**config.mk**
```make
export PLATFORM = sky130hd
export DESIGN_NAME = countdown_timer_flat
export DESIGN_NICKNAME = d
export VERILOG_FILES = /design/src/rtl/countdown_timer_pkg.sv /design/src/rtl/countdown_timer_if.sv /design/src/rtl/countdown_timer_tick_prescaler.sv /design/src/rtl/countdown_timer.sv /design/src/flat_wrapper.sv
export SDC_FILE = /design/constraint.sdc
export NUM_CORES = 1
export LEC_CHECK = 0
export ABC_CLOCK_PERIOD_IN_PS = 2690
export BUFFER_PORTS_ARGS = -buffer_cell sky130_fd_sc_hd__buf_4
export CAP_MARGIN = 40
export CORE_UTILIZATION = 40
export DETAILED_ROUTE_END_ITERATION = 8
export PLACE_DENSITY = 0.62
export SYNTH_ARGS = -nofsm -noshare
export SYNTH_HDL_FRONTEND = slang
export SYNTH_SLANG_ARGS = --single-unit
```
**constraint.sdc**
```tcl
create_clock -name clk -period 2.69 [get_ports clk]
set_input_delay 0.269 -clock clk [delete_from_list [all_inputs] [get_ports clk]]
set_output_delay 0.269 -clock clk [all_outputs]
set_load 0.005 [all_outputs]
```
**src/rtl/countdown_timer_pkg.sv**
```systemverilog
// countdown_timer_pkg
//   Shared types and helpers for the countdown timer slice.
//   - tmr_state_e      : FSM state encoding (IDLE, RUN, PAUSE, DONE)
//   - prescale_width() : counter width for a given prescale ratio (minimum 1 bit)
//   Optional feature macro used by this slice: AUTO_RELOAD_EN
package countdown_timer_pkg;

  typedef enum logic [1:0] {
    IDLE  = 2'd0,
    RUN   = 2'd1,
    PAUSE = 2'd2,
    DONE  = 2'd3
  } tmr_state_e;

  function automatic int prescale_width(input int prescale);
    return (prescale > 1) ? $clog2(prescale) : 1;
  endfunction

endpackage

```
**src/rtl/countdown_timer_if.sv**
```systemverilog
// countdown_timer_if
//   Control/status bundle of the countdown timer.
//   master : drives ld, v, start, pause; observes count, busy, done, zero
//   slave  : the timer itself (inverse directions)
//   Signals:
//     ld     load count from v
//     v      preload value (WIDTH)
//     start  begin countdown (honoured in IDLE only)
//     pause  level, freezes a running countdown
//     count  current count (WIDTH)
//     busy   high while running or paused
//     done   one-cycle pulse when the count reaches zero
//     zero   count == 0
//   Optional feature macro used by this slice: AUTO_RELOAD_EN
interface countdown_timer_if #(
  parameter int WIDTH = 8
);
  import countdown_timer_pkg::*;

  logic             ld;
  logic [WIDTH-1:0] v;
  logic             start;
  logic             pause;
  logic [WIDTH-1:0] count;
  logic             busy;
  logic             done;
  logic             zero;

  modport master (
    output ld, v, start, pause,
    input  count, busy, done, zero
  );

  modport slave (
    input  ld, v, start, pause,
    output count, busy, done, zero
  );

endinterface

```
**src/rtl/countdown_timer_tick_prescaler.sv**
```systemverilog
// tick_prescaler
//   Free-running divide-by-PRESCALE counter that produces the decrement tick
//   for the countdown timer. Holds its value whenever en is low, so pausing
//   neither loses nor adds a tick.
//   Ports:
//     clk   in  clock
//     rst   in  synchronous active-high reset (counter -> 0)
//     clr   in  synchronous clear (counter -> 0), wins over en
//     en    in  advance the counter this cycle
//     tick  out en && counter at terminal value (PRESCALE-1)
//   Optional feature macro used by this slice: AUTO_RELOAD_EN (not used here)
module tick_prescaler
  import countdown_timer_pkg::*;
#(
  parameter int PRESCALE = 4
) (
  input  logic clk,
  input  logic rst,
  input  logic clr,
  input  logic en,
  output logic tick
);

  localparam int            CW   = prescale_width(PRESCALE);
  localparam logic [CW-1:0] TERM = CW'(PRESCALE - 1);

  logic [CW-1:0] cnt;

  // With PRESCALE == 1 the counter stays at 0 == TERM, so every enabled cycle ticks.
  assign tick = en && (cnt == TERM);

  always_ff @(posedge clk) begin
    if (rst || clr) begin
      cnt <= '0;
    end else if (en) begin
      cnt <= tick ? '0 : cnt + 1'b1;
    end
  end

endmodule

```
**src/rtl/countdown_timer.sv**
```systemverilog
// countdown_timer
//   Loadable down-counter with start/pause control and prescaled decrement.
//   The count is preloaded via ld/v, started with start, and decremented once
//   every PRESCALE enabled cycles until it reaches zero, at which point a
//   one-cycle done pulse is raised.
//   Ports:
//     clk   in  clock, posedge
//     rst   in  synchronous active-high reset
//     bus   countdown_timer_if.slave (ld, v, start, pause -> count, busy, done, zero)
//   Parameters:
//     WIDTH     count width (>= 2), must match the interface WIDTH
//     PRESCALE  clk cycles per decrement (>= 1)
//   Optional feature macro: AUTO_RELOAD_EN
//     When defined, v is also captured into a reload register on every ld and
//     the timer restarts from it after each DONE (if nonzero), giving a
//     periodic done pulse.
module countdown_timer
  import countdown_timer_pkg::*;
#(
  parameter int WIDTH    = 8,
  parameter int PRESCALE = 4
) (
  input logic              clk,
  input logic              rst,
  countdown_timer_if.slave bus
);

  localparam logic [1:0] S_IDLE  = IDLE;
  localparam logic [1:0] S_RUN   = RUN;
  localparam logic [1:0] S_PAUSE = PAUSE;
  localparam logic [1:0] S_DONE  = DONE;

  logic [1:0]       state, state_n;
  logic [WIDTH-1:0] count_q, count_n;
  logic             busy_q, done_q;
  logic             pre_clr, pre_en, tick;

`ifdef AUTO_RELOAD_EN
  logic [WIDTH-1:0] reload_q;

  always_ff @(posedge clk) begin
    if (rst) begin
      reload_q <= '0;
    end else if (bus.ld) begin
      reload_q <= bus.v;
    end
  end
`endif

  tick_prescaler #(
    .PRESCALE(PRESCALE)
  ) u_prescaler (
    .clk  (clk),
    .rst  (rst),
    .clr  (pre_clr),
    .en   (pre_en),
    .tick (tick)
  );

  // Next-state logic. A PAUSE state with pause released behaves exactly like
  // RUN for that cycle, so the prescaler resumes on the same edge it leaves
  // PAUSE and the total delay grows by exactly the number of paused cycles.
  always_comb begin
    state_n = state;
    count_n = count_q;
    pre_clr = 1'b0;
    pre_en  = 1'b0;
    if (bus.ld) begin
      count_n = bus.v;
      state_n = S_IDLE;
      pre_clr = 1'b1;
    end else begin
      case (state)
        S_IDLE: begin
          if (bus.start && (count_q != '0)) begin
            state_n = S_RUN;
            pre_clr = 1'b1;
          end
        end
        S_RUN, S_PAUSE: begin
          if (bus.pause) begin
            state_n = S_PAUSE;
          end else begin
            state_n = S_RUN;
            pre_en  = 1'b1;
            if (tick && (count_q != '0)) begin
              count_n = count_q - 1'b1;
              if (count_q == WIDTH'(1)) begin
                state_n = S_DONE;
              end
            end
          end
        end
        S_DONE: begin
`ifdef AUTO_RELOAD_EN
          if (reload_q != '0) begin
            count_n = reload_q;
            state_n = S_RUN;
            pre_clr = 1'b1;
          end else begin
            state_n = S_IDLE;
          end
`else
          state_n = S_IDLE;
`endif
        end
        default: state_n = S_IDLE;
      endcase
    end
  end

  // busy/done are registered from the next state so they line up with it.
  always_ff @(posedge clk) begin
    if (rst) begin
      state   <= S_IDLE;
      count_q <= '0;
      busy_q  <= 1'b0;
      done_q  <= 1'b0;
    end else begin
      state   <= state_n;
      count_q <= count_n;
      busy_q  <= (state_n == S_RUN) || (state_n == S_PAUSE);
      done_q  <= (state_n == S_DONE);
    end
  end

  assign bus.count = count_q;
  assign bus.busy  = busy_q;
  assign bus.done  = done_q;
  assign bus.zero  = (count_q == '0);

endmodule

```
**src/flat_wrapper.sv**
```systemverilog
// flat-port wrapper written by rule: the top's interface ports become plain ports
module countdown_timer_flat import countdown_timer_pkg::*;
#(
  parameter int WIDTH    = 8,
  parameter int PRESCALE = 4
)
  (clk, rst, bus_ld, bus_v, bus_start, bus_pause, bus_count, bus_busy, bus_done, bus_zero);
  countdown_timer_if #(.WIDTH(WIDTH)) bus_i ();
  input logic clk;
  input logic rst;
  input wire logic [$bits(bus_i.ld)-1:0] bus_ld;
  input wire logic [$bits(bus_i.v)-1:0] bus_v;
  input wire logic [$bits(bus_i.start)-1:0] bus_start;
  input wire logic [$bits(bus_i.pause)-1:0] bus_pause;
  output wire logic [$bits(bus_i.count)-1:0] bus_count;
  output wire logic [$bits(bus_i.busy)-1:0] bus_busy;
  output wire logic [$bits(bus_i.done)-1:0] bus_done;
  output wire logic [$bits(bus_i.zero)-1:0] bus_zero;
  assign bus_i.ld = bus_ld;
  assign bus_i.v = bus_v;
  assign bus_i.start = bus_start;
  assign bus_i.pause = bus_pause;
  assign bus_count = bus_i.count;
  assign bus_busy = bus_i.busy;
  assign bus_done = bus_i.done;
  assign bus_zero = bus_i.zero;
  countdown_timer #(.WIDTH(WIDTH), .PRESCALE(PRESCALE)) u_core (.clk(clk), .rst(rst), .bus(bus_i));
endmodule
```
Word level (Yosys, flattened, before mapping)
Index checks and enable logic that the tools add are counted.
{"block": "word_totals", "inputBits": 13, "regBits": 14, "out_inout_bits": 11}
{"block": "op_classes", "n_reduce_logical": 12, "add_sub_neg": 2, "mux": 17, "eq_ne": 9}
{"cell": "8-bit 2-to-1 mux", "count": 4}
{"cell": "2-bit 2-to-1 mux", "count": 6}
{"cell": "2-bit equality test, second input constant", "count": 5}
{"cell": "8-bit by 1-bit equality test with 1-bit output, second input constant", "count": 1}
{"cell": "8-bit zero test", "count": 1}
{"cell": "8-bit nonzero test", "count": 1}
{"cell": "8-bit by 1-bit subtractor with 8-bit output, second input constant", "count": 1}
{"cell": "1-bit 2-to-1 mux", "count": 6}
{"cell": "2-bit case mux with 3 select lines", "count": 1}
{"cell": "2-bit by 1-bit equality test with 1-bit output, second input constant", "count": 2}
{"cell": "2-bit nonzero test", "count": 2}
{"cell": "1-bit logical AND", "count": 3}
{"cell": "3-bit AND reduction", "count": 1}
{"cell": "2-bit by 1-bit adder with 2-bit output, second input constant", "count": 1}
{"cell": "2-bit zero test", "count": 1}
{"cell": "1-bit logical OR", "count": 2}
{"cell": "2-bit != test, second input constant", "count": 1}
{"cell": "2-bit OR reduction", "count": 1}

Depth between registers and ports, before layout
Gate-level depths: netlist (run 1).
{"block": "logic_depth", "ltp_word": 12, "mapped_depth": 8, "depth_no_buf": 8}

Hierarchy
Synthesis (run 1) repeated with hierarchy kept, for this count alone.
{"block": "hier_totals", "hier_cells": 98, "area_unflattened_um2": 895.9}
{"mod": "countdown_timer", "cells_each": 89, "seq_area_each_um2": 240.2, "n_inst": 1, "area_per_inst_um2": 794.5}
{"mod": "tick_prescaler", "cells_each": 9, "seq_area_each_um2": 40.0, "n_inst": 1, "area_per_inst_um2": 101.3}

Worst setup path after synthesis (run 1)
Ideal clock, no wire load.
{"block": "synth_timing", "path_type": "register -> register", "start": "register u_core.state[1]", "end": "register u_core.busy_q (netlist: u_core.bus.busy)", "synth_period_minus_slack_ns": 1.839, "path_stages_with_launch": 9, "t_arrival_ns": 1.710, "path_slack_ns": 0.851, "required_ns": 2.561, "path_cell_list": "dfxtp_1 > inv_1 > ha_1 > nand4bb_1 > o41ai_1 > a21oi_1 > nor2_1 > ha_1 > nor2b_1"}
{"block": "synth_between", "elab_chain_len": 12}
{"item": "start: declaration", "line": "countdown_timer.sv:33", "text": "logic [1:0] state, state_n;"}
{"item": "start signal: assignment", "line": "countdown_timer.sv:120", "text": "state <= state_n;"}
{"item": "2-bit by 1-bit equality test with 1-bit output or 2-bit equality test (tied branches)", "line": "countdown_timer.sv:73", "text": "case (state)"}
{"item": "2-bit OR reduction", "line": "countdown_timer.sv:73"}
{"item": "1-bit 2-to-1 mux", "line": "countdown_timer.sv:73"}
{"item": "1-bit 2-to-1 mux", "line": "countdown_timer.sv:68", "text": "if (bus.ld) begin"}
{"item": "1-bit logical AND", "line": "countdown_timer_tick_prescaler.sv:30", "text": "assign tick = en && (cnt == TERM);"}
{"item": "1-bit logical AND", "line": "countdown_timer.sv:86", "text": "if (tick && (count_q != '0)) begin"}
{"item": "2-bit 2-to-1 mux", "line": "countdown_timer.sv:86"}
{"item": "2-bit 2-to-1 mux", "line": "countdown_timer.sv:81", "text": "if (bus.pause) begin"}
{"item": "2-bit case mux with 3 select lines *", "line": "countdown_timer.sv:73"}
{"item": "2-bit 2-to-1 mux *", "line": "countdown_timer.sv:68"}
{"item": "net u_core.state_n[1]", "line": "countdown_timer.sv:33"}
{"item": "2-bit by 1-bit equality test with 1-bit output or 2-bit equality test (tied branches)", "line": "countdown_timer.sv:122", "text": "busy_q <= (state_n == S_RUN) || (state_n == S_PAUSE);"}
{"item": "1-bit logical OR *", "line": "countdown_timer.sv:122"}
{"item": "end signal: assignment", "line": "countdown_timer.sv:122"}
{"item": "end: declaration", "line": "countdown_timer.sv:35", "text": "logic busy_q, done_q;"}
The timed path passes the listed nets; every way through them passes the cells marked *.
A chain may end at the register's enable or synchronous reset.

Worst setup path after layout (run 1)
Same ends and word-level chain as after synthesis.

==> impl_metrics.csv, run 1 <==
group,metric,value,unit
clocking,cts_root_buffer,"clkbuf_4",
timing,rsz0062_at_grt,"false",
global_routing,gr-total-overflow,0,
worst_setup_path,worst_path_most_repeated_cell,"ha_1",
timing,max_freq,476,MHz
layout,syn_to_final_growth,25.3,%
clocking,htreeDepth,1,
die,die_h,49.0,um
clocking,cts_sinks,14,
timing,skew,0.00387,ns
power,leakage,0.000461,uW
yosys,seq_area_frac_synth,31.7,%
timing,finalHoldViolations,0,
worst_setup_path,crit_arrival,2.29,ns
timing,max_slew_margin,77.6,%
layout,stdcell_count,153,
die,start_util,43.7,%
timing,hold_ws,0.224,ns
die,io_pins,24,
worst_setup_path,endpoint_kind,"flop",
clocking,postCtsHoldBufs,0,
global_routing,grt_max_degree,16,
layout,fin_nets,146,
route,firstDrtPassIters,4,
route,wire_per_inst,13.8,um
yosys,ys.flop_type,"dfxtp_1",
worst_setup_path,crit_chain,"inv_1 > ha_1 > nand4bb_1 > o41ai_1 > a21oi_1 > nor2_1 > ha_1 > nor2b_1",
global_routing,grt_pass1_wl,3.66,mm
yosys,syn_area,885,um2
route,drtAntennaViolNets,0,
route,drc,0,
die,num_rows,16,
layout,seq_area,280,um2
yosys,synth_cells,102,
clocking,clk_pin_slew_worst_paths,0.10,ns
global_routing,grt_use_total,20.2,%
global_routing,antenna_found_initial,0,
timing,min_period,2.10,ns
placed_design,place_congestion,0.798,
placed_design,io_buffers,23,
timing,tns,0,ns
yosys,synth_nets,121,
die,core-area,0.00202,mm2
worst_setup_path,path_class,"flop to flop",
die,die_area,0.00240,mm2
yosys,yosys_warnings,0,
clocking,post-cts-setup-buffers,0,
flow_run,maxCapViolations,0,
worst_setup_path,cp-start-kind,"flop",
yosys,syn_avg_cell_area,8.67,um2
timing,tightest_slew,0.328,ns
die,die_w,49.0,um
yosys,synthArstFlopShare,0,%
worst_setup_path,required,2.88,ns
clocking,clk_path_buf_depth,2,
clocking,cts_buffers,3,
yosys,ys_types,43,
timing,worst_slack,0.590,ns
route,drtIter0Drc,9,
worst_setup_path,crit_fanout,6,
layout,layout-drive-gt1-share,26.2,%
timing,finalCritPeriodShare,78.1,%
timing,setup_viol_count_final,0,
worst_setup_path,cpMaxStageDelayCell,"dfxtp_1",
layout,multi_input_area,556,um2
power,irDropWorstVdd,208,uV
timing,drv_slew,0,
global_routing,grt_pass1_vias,798,
layout,nFillCells,204,
route,viasPerCell,5.52,
yosys,synth_edf_count,0,
placed_design,dp_hpwl,1.57,mm
route,num_vias,845,
layout,diodes,0,
route,wl,2.11,mm
clocking,clk_latency,0.29,ns
worst_hold_path,hp-class,"primary input to flop",
run_status,status,"completed",
worst_setup_path,worst_path_dominant_cell_family,"adder cells",
yosys,ys_seq_elements,14,
power,power.density,446,mW/mm2
placed_design,dp_slack,0.612,ns
placed_design,dp.cells,149,
worst_setup_path,crit_buf_inv,1,
worst_setup_path,slowest_delay,0.38,ns
clocking,post_cts_resized,0,
clocking,cts_tree,"done",
worst paths after layout:
kind                              from                        end  slack (ns)  cells after the start
max reg2reg            u_core.state[1]            u_core.bus.busy        0.59                      8
max                    u_core.state[1]            u_core.bus.busy        0.59                      8
min                           bus_v[1]        u_core.bus.count[1]        0.22                      3
min reg2reg  u_core.u_prescaler.cnt[1]  u_core.u_prescaler.cnt[1]        0.51                      2
per-layer routing:
metal | track usage (%) | routed length, um | vias to the layer above
li1 | - | - | 427
met1 | 26.5 | 995 | 394
met2 | 32.9 | 997 | 19
met3 | 3.74 | 85 | 5
met4 | 7.35 | 33 | 0
met5 | 0 | 0 | -
flip-flops by register name, summed over array words and instances (netlist names):
register                count
u_core.bus.count            8
u_core.bus.busy             1
u_core.state                2
u_core.u_prescaler.cnt      2
u_core.bus.done             1
placed cells by master (no fill, tap or decap), types with 2 or more instances in the layout:
| cell type | synthesis | routed |
|---|---|---|
| a2111oi_0 | 2 | 2 |
| dfxtp_1 | 14 | 14 |
| a211o_1 | 2 | 2 |
| o41ai_1 | 2 | 2 |
| buf_4 | 0 | 23 |
| nor2b_1 | 3 | 3 |
| nand3_1 | 3 | 3 |
| ha_1 | 6 | 6 |
| a21oi_1 | 5 | 5 |
| o211ai_1 | 2 | 2 |
| clkbuf_4 | 0 | 3 |
| nand2_1 | 8 | 8 |
| and2_1 | 2 | 2 |
| nor3_1 | 4 | 4 |
| nor2_1 | 11 | 11 |
| or3_1 | 2 | 2 |
| inv_1 | 7 | 7 |
| mux2i_1 | 2 | 2 |
final cells by class:
class                   count  share of cell area [%]
multi-input cells          77                    50.1
flip-flops and latches     14                    25.3
repair buffers             23                    15.6
clock buffers               4                    3.27
well taps                  27                    3.05
inverters                   8                    2.71
synthesized netlist by cell type (2+ instances only):
master     number  share of area, %
dfxtp_1        14                32
nor2_1         11               4.7
nand2_1         8               3.4
inv_1           7               3.0
ha_1            6               8.5
a21oi_1         5               2.8
nor3_1          4               2.3
nand3_1         3               1.7
nor2b_1         3               2.1
a2111oi_0       2               2.0
a211o_1         2               2.0
and2_1          2               1.4
mux2i_1         2               2.3
o211ai_1        2               1.7
o41ai_1         2               2.0
or3_1           2               1.4
per-stage QoR:
step | power [uW] | util, % | instance area (um2)
finish | 494 | 54.8 | 1110
global route | 522 | 54.8 | 1110
CTS | 501 | 54.8 | 1110
detailed placement | 339 | 53.0 | 1070
global placement | 337 | 53.0 | 1070
floorplan | 295 | - | 885
cell families after synthesis:
| family | after synthesis | share of synthesized area [%] |
|---|---|---|
| XOR/XNOR | 1 | 0.990 |
| AND/OR/NAND/NOR | 43 | 29.4 |
| AO/OA/AOI/OAI | 25 | 21.6 |
| adder cells (fa/ha/maj) | 6 | 8.49 |
| multiplexers | 2 | 2.26 |
| buffers and inverters | 11 | 5.52 |
| flip-flops | 14 | 31.7 |
power by group:
part / internal, uW / leakage, uW / total [uW] / switching [uW]
registers: 217 / 0.000115 / 233 / 16.0
logic: 51.4 / 0.000325 / 101 / 49.7
clock network: 82.5 / 0.0000210 / 160 / 77.8
total: 351 / 0.000461 / 494 / 144
worst min-delay path: cells and delay by family:
kind                   cells  cell delay, ns
buffers and inverters      1            0.10
AND/OR/NAND/NOR            1            0.05
AO/OA/AOI/OAI              1            0.05
Note: power is estimated with default switching activity, not from simulation.
==> run 2: changes to the inputs <==
--- a/config.mk
+++ b/config.mk
@@ -5,7 +5,7 @@
 export SDC_FILE = /design/constraint.sdc
 export NUM_CORES = 1
 export LEC_CHECK = 0
-export ABC_CLOCK_PERIOD_IN_PS = 2690
+export ABC_CLOCK_PERIOD_IN_PS = 1950
 export BUFFER_PORTS_ARGS = -buffer_cell sky130_fd_sc_hd__buf_4
 export CAP_MARGIN = 40
 export CORE_UTILIZATION = 40
==> constraint.sdc (replaced) <==
create_clock -name clk -period 1.95 [get_ports clk]
set_input_delay 0.195 -clock clk [delete_from_list [all_inputs] [get_ports clk]]
set_output_delay 0.195 -clock clk [all_outputs]
set_load 0.005 [all_outputs]
==> impl_metrics.csv, run 2 (synthesis results as in run 1) <==
group,metric,value,unit
run_status,status,"completed",
global_routing,grt_use_total,20.0,%
clocking,clk_path_buf_depth,2,
worst_setup_path,required,2.13,ns
worst_setup_path,cpMaxStageDelayCell,"dfxtp_2",
timing,skew,0.00210,ns
placed_design,place_congestion,0.863,
clocking,cts_sinks,14,
global_routing,gr-total-overflow,0,
power,irDropWorstVdd,519,uV
worst_setup_path,crit_buf_inv,1,
worst_hold_path,hold_depth,3,
worst_setup_path,endpoint_kind,"flop",
timing,drv_slew,0,
worst_hold_path,hp-class,"primary input to flop",
timing,min_period,1.87,ns
layout,largest_reg_flops,8,
worst_setup_path,crit_arrival,2.05,ns
route,firstDrtPassIters,4,
worst_setup_path,cp_num_cells,8,
global_routing,antenna_found_initial,0,
timing,max_freq,535,MHz
die,start_util,43.7,%
route,drtAntennaViolNets,0,
route,wire_per_inst,13.7,um
clocking,clk_latency,0.28,ns
power,report.power.total,656,uW
power,swShare,29.6,%
die,die_w,49.0,um
timing,tns,0,ns
worst_setup_path,cp-start-kind,"flop",
layout,layout_commonest_cell,"buf_4",
route,drc,0,
layout,syn_to_final_growth,35.6,%
route,wl,2.19,mm
route,drtIter0Drc,7,
die,die_h,49.0,um
clocking,cts_tree,"done",
worst_setup_path,crit_fanout,6,
power,p_seq_share,48.2,%
global_routing,grt_max_degree,16,
worst_setup_path,r2r_slack,0.08,ns
clocking,cts_root_buffer,"clkbuf_4",
route,viasPerCell,5.46,
placed_design,dp_hpwl,1.55,mm
placed_design,io_buffers,23,
power,leakage,0.000503,uW
timing,hold_ws,0.172,ns
global_routing,grt_pass1_vias,862,
power,p_int,462,uW
placed_design,dp_slack,0.0589,ns
die,die_area,0.00240,mm2
timing,setup_viol_count_final,0,
worst_setup_path,path_class,"flop to flop",
worst_setup_path,worst_path_dominant_cell_family,"adder cells",
worst_setup_path,slowest_delay,0.34,ns
route,num_vias,873,
worst_setup_path,ff2ff_path_depth,8,
timing,finalHoldViolations,0,
layout,diodes,0,
flow_run,maxCapViolations,0,
die,num_rows,16,
layout,mostFrequentLayoutCells,"buf_4 (31), dfxtp_1 (13), nor2_1 (11)",
timing,finalCritPeriodShare,95.8,%
clocking,postCtsHoldBufs,0,
power,comb_power_share,26.8,%
timing,max_slew_margin,74.3,%
layout,layout-drive-gt1-share,33.8,%
layout,fin_nets,154,
power,power.density,547,mW/mm2
die,io_pins,24,
worst_setup_path,crit_chain,"inv_1 > ha_4 > nand4bb_1 > o41ai_2 > a21oi_1 > nor2_1 > ha_1 > nor2b_1",
timing,worst_slack,0.0820,ns
timing,tightest_slew,0.383,ns
global_routing,grt_pass1_wl,3.74,mm
clocking,clk_pin_slew_worst_paths,0.08,ns
clocking,post-cts-setup-buffers,0,
layout,finish.utilization,59.3,%
power,clock_power_share,25.0,%
power,switchingPower,194,uW
clocking,htreeDepth,1,
die,core-area,0.00202,mm2
clocking,cts_buffers,3,
## run 2: final timing paths
path	from	to
worst min register to register	u_core.u_prescaler.cnt[1]	u_core.u_prescaler.cnt[1]
worst max-delay path	u_core.state[1]	u_core.bus.busy
worst max register to register	u_core.state[1]	u_core.bus.busy
worst min-delay path	bus_v[1]	u_core.bus.count[1]
## run 2: layout make-up
| class | instances | area [um2] |
|---|---|---|
| Timing Repair Buffer | 31 | 233 |
| Multi-Input combinational cell | 77 | 599 |
| Clock buffer | 3 | 22.5 |
| Fill cell | 199 | 822 |
| Inverter | 8 | 30.0 |
| Sequential cell | 14 | 282 |
| Tap cell | 27 | 33.8 |
## run 2: repair_timing
action | in CTS | in global routing
resized for setup | 0 | 8
endpoints found under the setup margin | 0 | 5
hold endpoints to repair | 0 | 0
## run 2: through the flow
stage          instance area [um2]  instances
2_1_floorplan                  885        102
3_3_place_gp                  1130        157
3_5_place_dp                  1130        157
4_1_cts                       1150        160
5_1_grt                       1200        160
6_report                      1200        160
## run 2: tightest hold or removal path, cell delays in order
cell and delay [ns]:
buf_4 0.11, nand2_1 0.05, a21oi_1 0.06
## run 2: power by group through the flow
stage          Combinational [uW]  Clock [uW]  Sequential (uW)
2_1_floorplan                84.4           0              323
3_3_place_gp                  162           0              323
3_5_place_dp                  163           0              323
4_1_cts                       165         173              316
5_1_grt                       193         186              319
6_report                      176         164              317
## run 2: routing by layer
| metal | vias to the layer above | part of all wire [%] | track usage, % |
|---|---|---|---|
| met5 | - | 0 | 0 |
| met4 | 0 | 1.2 | 5.88 |
| met3 | 5 | 3.9 | 5.61 |
| met2 | 15 | 48 | 33.3 |
| met1 | 410 | 47 | 25.0 |
| li1 | 443 | - | - |
==> run 3: changes to the inputs <==
--- a/config.mk
+++ b/config.mk
@@ -9,6 +9,7 @@
 export BUFFER_PORTS_ARGS = -buffer_cell sky130_fd_sc_hd__buf_4
 export CAP_MARGIN = 40
 export CORE_UTILIZATION = 40
+export CTS_BUF_LIST = sky130_fd_sc_hd__clkbuf_8
 export DETAILED_ROUTE_END_ITERATION = 8
 export PLACE_DENSITY = 0.62
 export SYNTH_ARGS = -nofsm -noshare
==> impl_metrics.csv, run 3 (synthesis results as in run 1) <==
group,metric,value,unit
run_status,status,"completed",
timing,hold_ws,0.215,ns
clocking,clk_latency,0.24,ns
global_routing,antenna_found_initial,0,
clocking,post_cts_resized,0,
worst_setup_path,timing.rr.start,"u_core.state[1]",
layout,nFillCells,197,
route,num_vias,879,
worst_hold_path,hp-class,"primary input to flop",
die,num_rows,16,
power,leakage,0.000510,uW
clocking,cts_root_buffer,"clkbuf_8",
clocking,cts_tree,"done",
worst_setup_path,crit_fanout,6,
timing,min_period,1.83,ns
route,drtIter0Drc,13,
timing,max_freq,546,MHz
timing,finalCritPeriodShare,93.9,%
layout,layout-drive-gt1-share,33.1,%
global_routing,grt_max_degree,16,
placed_design,dp.cells,157,
global_routing,grt_use_total,20.3,%
clocking,clk_pin_slew_worst_paths,0.06,ns
worst_setup_path,slowest_delay,0.35,ns
layout,mostFrequentLayoutCells,"buf_4 (31), dfxtp_1 (14), nor2_1 (11)",
timing,rsz0062_at_grt,"false",
route,drtAntennaViolNets,0,
timing,tns,0,ns
worst_setup_path,crit_chain,"inv_1 > ha_4 > nand4bb_1 > o41ai_2 > a21oi_1 > nor2_1 > ha_1 > nor2b_1",
worst_setup_path,cp-start-kind,"flop",
flow_run,maxCapViolations,0,
worst_setup_path,endpoint_kind,"flop",
clocking,cts_buffers,3,
route,wire_per_inst,13.8,um
placed_design,io_buffers,23,
layout,largest_reg_flops,8,
timing,max_slew_margin,74.2,%
power,power.density,599,mW/mm2
route,firstDrtPassIters,4,
clocking,clk_path_buf_depth,2,
layout,fin_nets,154,
timing,setup_viol_count_final,0,
clocking,post-cts-setup-buffers,0,
die,die_w,49.0,um
die,start_util,43.7,%
route,viasPerCell,5.49,
layout,stdcell_count,160,
layout,layout_commonest_cell,"buf_4",
timing,finalHoldViolations,0,
worst_hold_path,min_from,"bus_v[6]",
clocking,cts_sinks,14,
layout,diodes,0,
clocking,htreeDepth,1,
die,die_area,0.00240,mm2
clocking,postCtsHoldBufs,0,
die,core-area,0.00202,mm2
placed_design,place_congestion,0.863,
worst_setup_path,crit_start,"u_core.state[1]",
global_routing,grt_pass1_wl,3.78,mm
placed_design,dp_hpwl,1.55,mm
timing,tightest_slew,0.383,ns
power,irDropWorstVdd,509,uV
global_routing,grt_pass1_vias,864,
worst_setup_path,path_class,"flop to flop",
worst_setup_path,crit_arrival,1.97,ns
die,die_h,49.0,um
route,drc,0,
worst_setup_path,cpMaxStageDelayCell,"dfxtp_1",
route,wl,2.21,mm
global_routing,gr-total-overflow,0,
worst_setup_path,required,2.09,ns
layout,syn_to_final_growth,37.6,%
die,io_pins,24,
timing,skew,0.000880,ns
timing,drv_slew,0,
==> run 3: path summary, 6_finish.rpt <==
| path | slack [ns] | end | cells after the start |
|---|---|---|---|
| setup / recovery | 0.12 | u_core.bus.busy | 8 |
| hold / removal | 0.21 | u_core.bus.count[6] | 3 |
| setup reg to reg | 0.12 | u_core.bus.busy | 8 |
| hold reg to reg | 0.52 | u_core.u_prescaler.cnt[1] | 2 |
==> run 3: metal layers <==
metal / wire [um] / GRT usage (%) / up-vias
met2: 1070 / 34.3 / 19
met4: 11 / 4.41 / 0
met5: 0 / 0 / -
met1: 1030 / 25.1 / 415
li1: - / - / 443
met3: 101 / 6.54 / 2
==> run 3: per-stage QoR <==
stage,area (um2),utilization [%],setup slack [ns],power [uW]
after global routing,1220,60.2,0.00310,772
after global placement,1130,56.0,0.0886,485
after detailed placement,1130,56.0,0.0589,486
after floorplan,885,-,0.111,407
final,1220,60.2,0.119,729
after CTS,1170,58.0,0.0199,728
==> run 3: cell type report <==
class | instances | area [um2] | share of cell area [%]
Tap cell | 27 | 33.8 | 2.77
Sequential cell | 14 | 280 | 23.0
Timing Repair Buffer | 31 | 233 | 19.1
Clock buffer | 3 | 41.3 | 3.39
Inverter | 8 | 30.0 | 2.47
Multi-Input combinational cell | 77 | 599 | 49.2
==> run 3: critical path: cells and delay by family (launching register included) <==
| family | cells | cell delay [ns] |
|---|---|---|
| buf+inv | 1 | 0.09 |
| flops | 1 | 0.35 |
| fa+ha+maj | 2 | 0.52 |
| simple gates | 3 | 0.39 |
| compound gates | 2 | 0.37 |
==> run 3: power by group <==
part	total (uW)	switching, uW	internal [uW]
registers	317	17.3	300
clock network	236	99.2	137
logic	176	85.1	91.0
total	729	202	528
